**config.mk**
```make
export PLATFORM = sky130hd
export DESIGN_NAME = instr_fetch
export DESIGN_NICKNAME = d
export VERILOG_FILES = /design/src/rtl/riscv_pkg.sv /design/src/rtl/instr_mem.sv /design/src/rtl/instr_fetch.sv
export SDC_FILE = /design/constraint.sdc
export NUM_CORES = 2
export LEC_CHECK = 0
export CAP_MARGIN = 10
export CORE_MARGIN = 10
export CORE_UTILIZATION = 31
export DETAILED_ROUTE_END_ITERATION = 10
export HOLD_SLACK_MARGIN = 0.12
export SETUP_SLACK_MARGIN = 0.02
export SLEW_MARGIN = 20
export SYNTH_ARGS = -nofsm -noshare
export SYNTH_HDL_FRONTEND = slang
export SYNTH_SLANG_ARGS = --single-unit
```
**constraint.sdc**
```tcl
create_clock -name clk -period 3.99 [get_ports clk]
set_clock_uncertainty 0.15 [all_clocks]
set_input_delay 0.798 -clock clk [delete_from_list [all_inputs] [get_ports clk]]
set_output_delay 0.798 -clock clk [all_outputs]
set_load 0.05 [all_outputs]
```
**src/rtl/riscv_pkg.sv**
```systemverilog
// ============================================================================
// riscv_pkg -- shared constants and fetch FSM encoding for the fetch/decode/ALU
// Revision: 1.0
// ============================================================================
`default_nettype none

package riscv_pkg;

    localparam int XLEN = 32;

    localparam logic [XLEN-1:0] EBREAK = 32'h0010_0073;

    typedef enum logic [1:0] {
        FS_BOOT = 2'd0,
        FS_RUN  = 2'd1,
        FS_HALT = 2'd2
    } fetch_state_e;

    // Plain-vector aliases of the enum for code that stores state as logic
    localparam logic [1:0] ST_BOOT = FS_BOOT;
    localparam logic [1:0] ST_RUN  = FS_RUN;
    localparam logic [1:0] ST_HALT = FS_HALT;

endpackage

`default_nettype wire

```
**src/rtl/instr_mem.sv**
```systemverilog
// ============================================================================
// instr_mem -- instruction memory, asynchronous read, synchronous write
// Revision: 1.0
// ============================================================================
`default_nettype none

module instr_mem
    import riscv_pkg::*;
#(
    parameter int DEPTH = 64
) (
    input  logic                     clk,
    input  logic                     we,
    input  logic [$clog2(DEPTH)-1:0] waddr,
    input  logic [XLEN-1:0]          wdata,
    input  logic [$clog2(DEPTH)-1:0] raddr,
    output logic [XLEN-1:0]          rdata
);

    logic [XLEN-1:0] mem [DEPTH];

    // No reset: contents are loaded through the write port
    always_ff @(posedge clk) begin
        if (we) begin
            mem[waddr] <= wdata;
        end
    end

    assign rdata = mem[raddr];

endmodule

`default_nettype wire

```
**src/rtl/instr_fetch.sv**
```systemverilog
// ============================================================================
// instr_fetch -- fetch stage: BOOT/RUN/HALT FSM, fetch pointer, output regs
// Revision: 1.0
// ============================================================================
`default_nettype none

module instr_fetch
    import riscv_pkg::*;
#(
    parameter int              DEPTH    = 64,
    parameter logic [XLEN-1:0] RESET_PC = 32'h0000_0000
) (
    input  logic                     clk,
    input  logic                     rst,
    input  logic                     prog_we,
    input  logic [$clog2(DEPTH)-1:0] prog_addr,
    input  logic [XLEN-1:0]          prog_data,
    input  logic                     redirect,
    input  logic [XLEN-1:0]          redirect_pc,
    input  logic                     ready,
    output logic                     valid,
    output logic [XLEN-1:0]          Instruction,
    output logic [XLEN-1:0]          PC,
    output logic                     misalign
);

    localparam int AW = $clog2(DEPTH);

    logic [1:0]      state_q, state_d;
    logic [XLEN-1:0] fpc_q, fpc_d;
    logic [XLEN-1:0] instr_q, instr_d;
    logic [XLEN-1:0] pc_q, pc_d;
    logic            valid_q, valid_d;
    logic            misalign_q, misalign_d;

    logic [XLEN-1:0] target;
    logic [AW-1:0]   rd_idx;
    logic [XLEN-1:0] rd_data;

    assign target = {redirect_pc[XLEN-1:2], 2'b00};
    // One read port: a redirect reads its target, otherwise the fetch pointer
    assign rd_idx = redirect ? target[AW+1:2] : fpc_q[AW+1:2];

    instr_mem #(
        .DEPTH (DEPTH)
    ) u_mem (
        .clk   (clk),
        .we    (prog_we),
        .waddr (prog_addr),
        .wdata (prog_data),
        .raddr (rd_idx),
        .rdata (rd_data)
    );

    always_comb begin
        state_d    = state_q;
        fpc_d      = fpc_q;
        instr_d    = instr_q;
        pc_d       = pc_q;
        valid_d    = valid_q;
        misalign_d = misalign_q | (redirect & (redirect_pc[1:0] != 2'b00));

        if (redirect) begin
            instr_d = rd_data;
            pc_d    = target;
            fpc_d   = target + 32'd4;
            valid_d = 1'b1;
            state_d = ST_RUN;
        end else begin
            case (state_q)
                ST_BOOT: begin
                    instr_d = rd_data;
                    pc_d    = fpc_q;
                    fpc_d   = fpc_q + 32'd4;
                    valid_d = 1'b1;
                    state_d = ST_RUN;
                end
                ST_RUN: begin
                    if (valid_q && ready) begin
                        if (instr_q == EBREAK) begin
                            valid_d = 1'b0;
                            state_d = ST_HALT;
                        end else begin
                            instr_d = rd_data;
                            pc_d    = fpc_q;
                            fpc_d   = fpc_q + 32'd4;
                        end
                    end
                end
                ST_HALT: begin
                    valid_d = 1'b0;
                end
                default: begin
                    state_d = ST_BOOT;
                    valid_d = 1'b0;
                end
            endcase
        end
    end

    always_ff @(posedge clk or negedge rst) begin
        if (!rst) begin
            state_q    <= ST_BOOT;
            fpc_q      <= RESET_PC;
            instr_q    <= '0;
            pc_q       <= '0;
            valid_q    <= 1'b0;
            misalign_q <= 1'b0;
        end else begin
            state_q    <= state_d;
            fpc_q      <= fpc_d;
            instr_q    <= instr_d;
            pc_q       <= pc_d;
            valid_q    <= valid_d;
            misalign_q <= misalign_d;
        end
    end

    assign valid       = valid_q;
    assign Instruction = instr_q;
    assign PC          = pc_q;
    assign misalign    = misalign_q;

endmodule

`default_nettype wire

```
==> results.toml <==
[sta]
finalHoldViolations = 0
period_share_pct = 101
min_period_ps = 4040
fmax_ghz = 0.248
timing.slew.headroom_pct = 17.3
setup_slack_ps = -50.0
worst_slew_pin_slew_ps = 1240
finalSetupViolations = 1
rsz0062_at_grt = "no"
finalSetupTns_ps = -50.0
final_max_slew_viol_count = 0

[synth]
async_flop_share_pct = 4.48
syn_inst = 5061
synth_ff_type = "edfxtp_1"
syn_avg_cell_area_sq_um = 16.6
synth-edff-count = 2048
synth_cell_types = 69
seq_area_frac_synth_pct = 76.2
synth-seq-cells = 2144
synth_area_leaders = "edfxtp_1 73%, mux4_2 6.4%, nand2_1 4.0%, dfrtp_1 2.9%, mux2i_1 2.3%"
synth_largest_area_cell = "edfxtp_1"
synth_top_cell_area_share_pct = 73.3
yosysWarnings = 0
syn_area_sq_mm = 0.0839

[detailed_routing]
wl_per_cell_um = 27.5
vias = 49000
antenna_left = 1
wl_um = 252000
drc_errors = 0
dr.pass1.iters = 8
drt_iter0_drc = 6569
viasPerCell = 5.36

[grt]
overflow = 0
grt_usage_pct = 16.6
antenna_found_initial = 25
met1_usage_pct = 22.7
grt_pass1_vias = 47200
use_met3_pct = 3.07
use_met2_pct = 26.2
grt_max_degree = 134
grt_pass1_wl_um = 356000
grt_busiest_layer = "met2"

[min_path]
hold_depth = 1
holdCritPathClass = "in -> reg"
hold_end = "u_mem.mem[61][1]$_DFFE_PP_"
worstHoldStart = "prog_data[1]"

[worst_setup_path]
path_max_fanout = 20
crit_top_cell = "buf_4"
crit_type = "reg -> reg"
rrSetupSlack_ps = -50
cp_slowest_stage_delay_ps = 1050
r2r-start = "Instruction[31]$_DFFE_PN0P_"
cp-end-kind = "flop"
crit_required_ps = 4640
slowest_stage = "o32ai_1"
ff2ff_path_depth = 11
arrival_ps = 4690
regToRegEndpoint = "Instruction[31]$_DFFE_PN0P_"
worstPathCellList = "nor4_1 > buf_4 > nand4_1 > o21ai_0 > buf_4 > nand2_4 > buf_4 > nand2_1 > buf_12 > o32ai_1 > or3_1"
worst_setup_path_start_kind = "flop"

[die]
ios = 141
die_h_um = 540
rows = 190
initial_utilization_pct = 31.2
core_area_sq_mm = 0.269
dieArea_sq_mm = 0.292
fp.dieW_um = 540

[layout]
final_layout_size_suffix_gt1_share_pct = 17.7
utilization_pct = 37.0
layout.nets = 5489
area_growth_pct = 18.4
final_common_cell = "edfxtp_1"
layout_common_cells = "2,048 x edfxtp_1, 904 x nand2_1, 329 x nand3_1"

[pwr]
p_per_area_mw_per_mm2 = 534
vdd_drop_max_mv = 0.462
power.leakage_uw = 0.0324

[status]
violations = "antenna violations, negative setup slack"
outcome = "complete, but fails checks"

[cts]
cts_sinks = 2144
worstSkewPairLatency_ps = 870
clock-root-buffer = "clkbuf_16"
ctsLongestPathBuffers = 3
cts_max_level = 4
cts_tree = "built"
clk_pin_slew_ps = 60
cts_buffers = 209

[placement]
port_buffers = 138
gp_congestion = 0.816
hpwl_um = 145000

[job]
max_cap_viol_count = 0
cell usage after synthesis, drive strengths merged (35+ instances only):
| master | number |
|---|---|
| o21ai | 35 |
| dfrtp | 96 |
| nand3 | 333 |
| nor2 | 143 |
| mux2i | 193 |
| o22ai | 37 |
| a21oi | 114 |
| a311oi | 108 |
| buf | 172 |
| and3 | 80 |
| clkbuf | 139 |
| a22oi | 87 |
| edfxtp | 2048 |
| mux4 | 239 |
| nand2 | 905 |
per-layer routing:
| layer | share of wire [%] | up-vias |
|---|---|---|
| met4 | 3.9 | 10 |
| met1 | 41 | 25500 |
| li1 | - | 20500 |
| met3 | 8.9 | 450 |
| met2 | 47 | 2601 |
| met5 | 0.023 | - |
critical path, delay by kind of cell (launching register included):
kind	cells	cell delay [ps]
buf+inv	4	970
simple gates	5	920
compound gates	2	1210
flops	1	710
power by group:
part | total, uW | leakage [uW] | internal [uW] | switching [uW]
clock | 19800 | 0.00335 | 11200 | 8610
sequential | 25600 | 0.0195 | 25000 | 614
combinational | 7650 | 0.00955 | 2660 | 4990
worst max path at each step:
stage,startpoint,endpoint,slack [ps],cells past startpoint
after floorplan,redirect,fpc_q[22]$_DFFE_PN0P_,170,14
after global placement,redirect_pc[2],Instruction[12]$_DFFE_PN0P_,-350,11
after detailed placement,redirect_pc[2],Instruction[12]$_DFFE_PN0P_,-350,11
after CTS,Instruction[21]$_DFFE_PN0P_,Instruction[12]$_DFFE_PN0P_,20,9
after global routing,Instruction[31]$_DFFE_PN0P_,Instruction[31]$_DFFE_PN0P_,60,11
final,Instruction[31]$_DFFE_PN0P_,Instruction[31]$_DFFE_PN0P_,-50,11
sequential cells by signal, summed over array words and instances (netlist names):
name         flops
misalign         1
PC              30
Instruction     32
valid            1
u_mem.mem     2048
state_q          2
fpc_q           30
final cells by class:
| cell class | instances | area [sq um] |
|---|---|---|
| antenna | 12 | 30.0 |
| clock buffer | 279 | 5690 |
| clock inverter | 108 | 1200 |
| fill | 24700 | 169000 |
| inverter | 16 | 75.1 |
| multi-input combinational | 2591 | 19100 |
| sequential | 2144 | 63900 |
| tap | 3552 | 4440 |
| timing repair buffer | 451 | 4910 |
kinds of logic after synthesis:
logic type / count (synthesis) / share of synthesized area, %
AO/OA/AOI/OAI: 540 / 4.63
buffers and inverters: 327 / 1.80
AND/OR/NAND/NOR: 1565 / 8.09
XOR/XNOR: 44 / 0.459
other: 1 / 0.00447
flip-flops: 2144 / 76.2
multiplexers: 439 / 8.84
adder cells (fa/ha/maj): 1 / 0.0149
metrics by stage:
stage	hold WS, ps	cells	instance area [sq um]	total power, uW	worst slack [ps]
final	228	9153	99400	53000	-50.0
after global routing	209	9145	99300	54600	59.6
after CTS	240	9139	99200	53300	21.6
after detailed placement	311	8751	92300	33700	-353
after global placement	303	8751	92300	33600	-351
after floorplan	337	5062	83900	29900	168
repair_timing:
action | 4_1_cts | 5_1_grt
resized for setup | 0 | 1
hold endpoints to repair | 38 | 0
setup buffers | 0 | 0
endpoints found under the setup margin | 0 | 2
hold buffers | 1 | 0
Note: power is estimated with default switching activity, not from simulation.
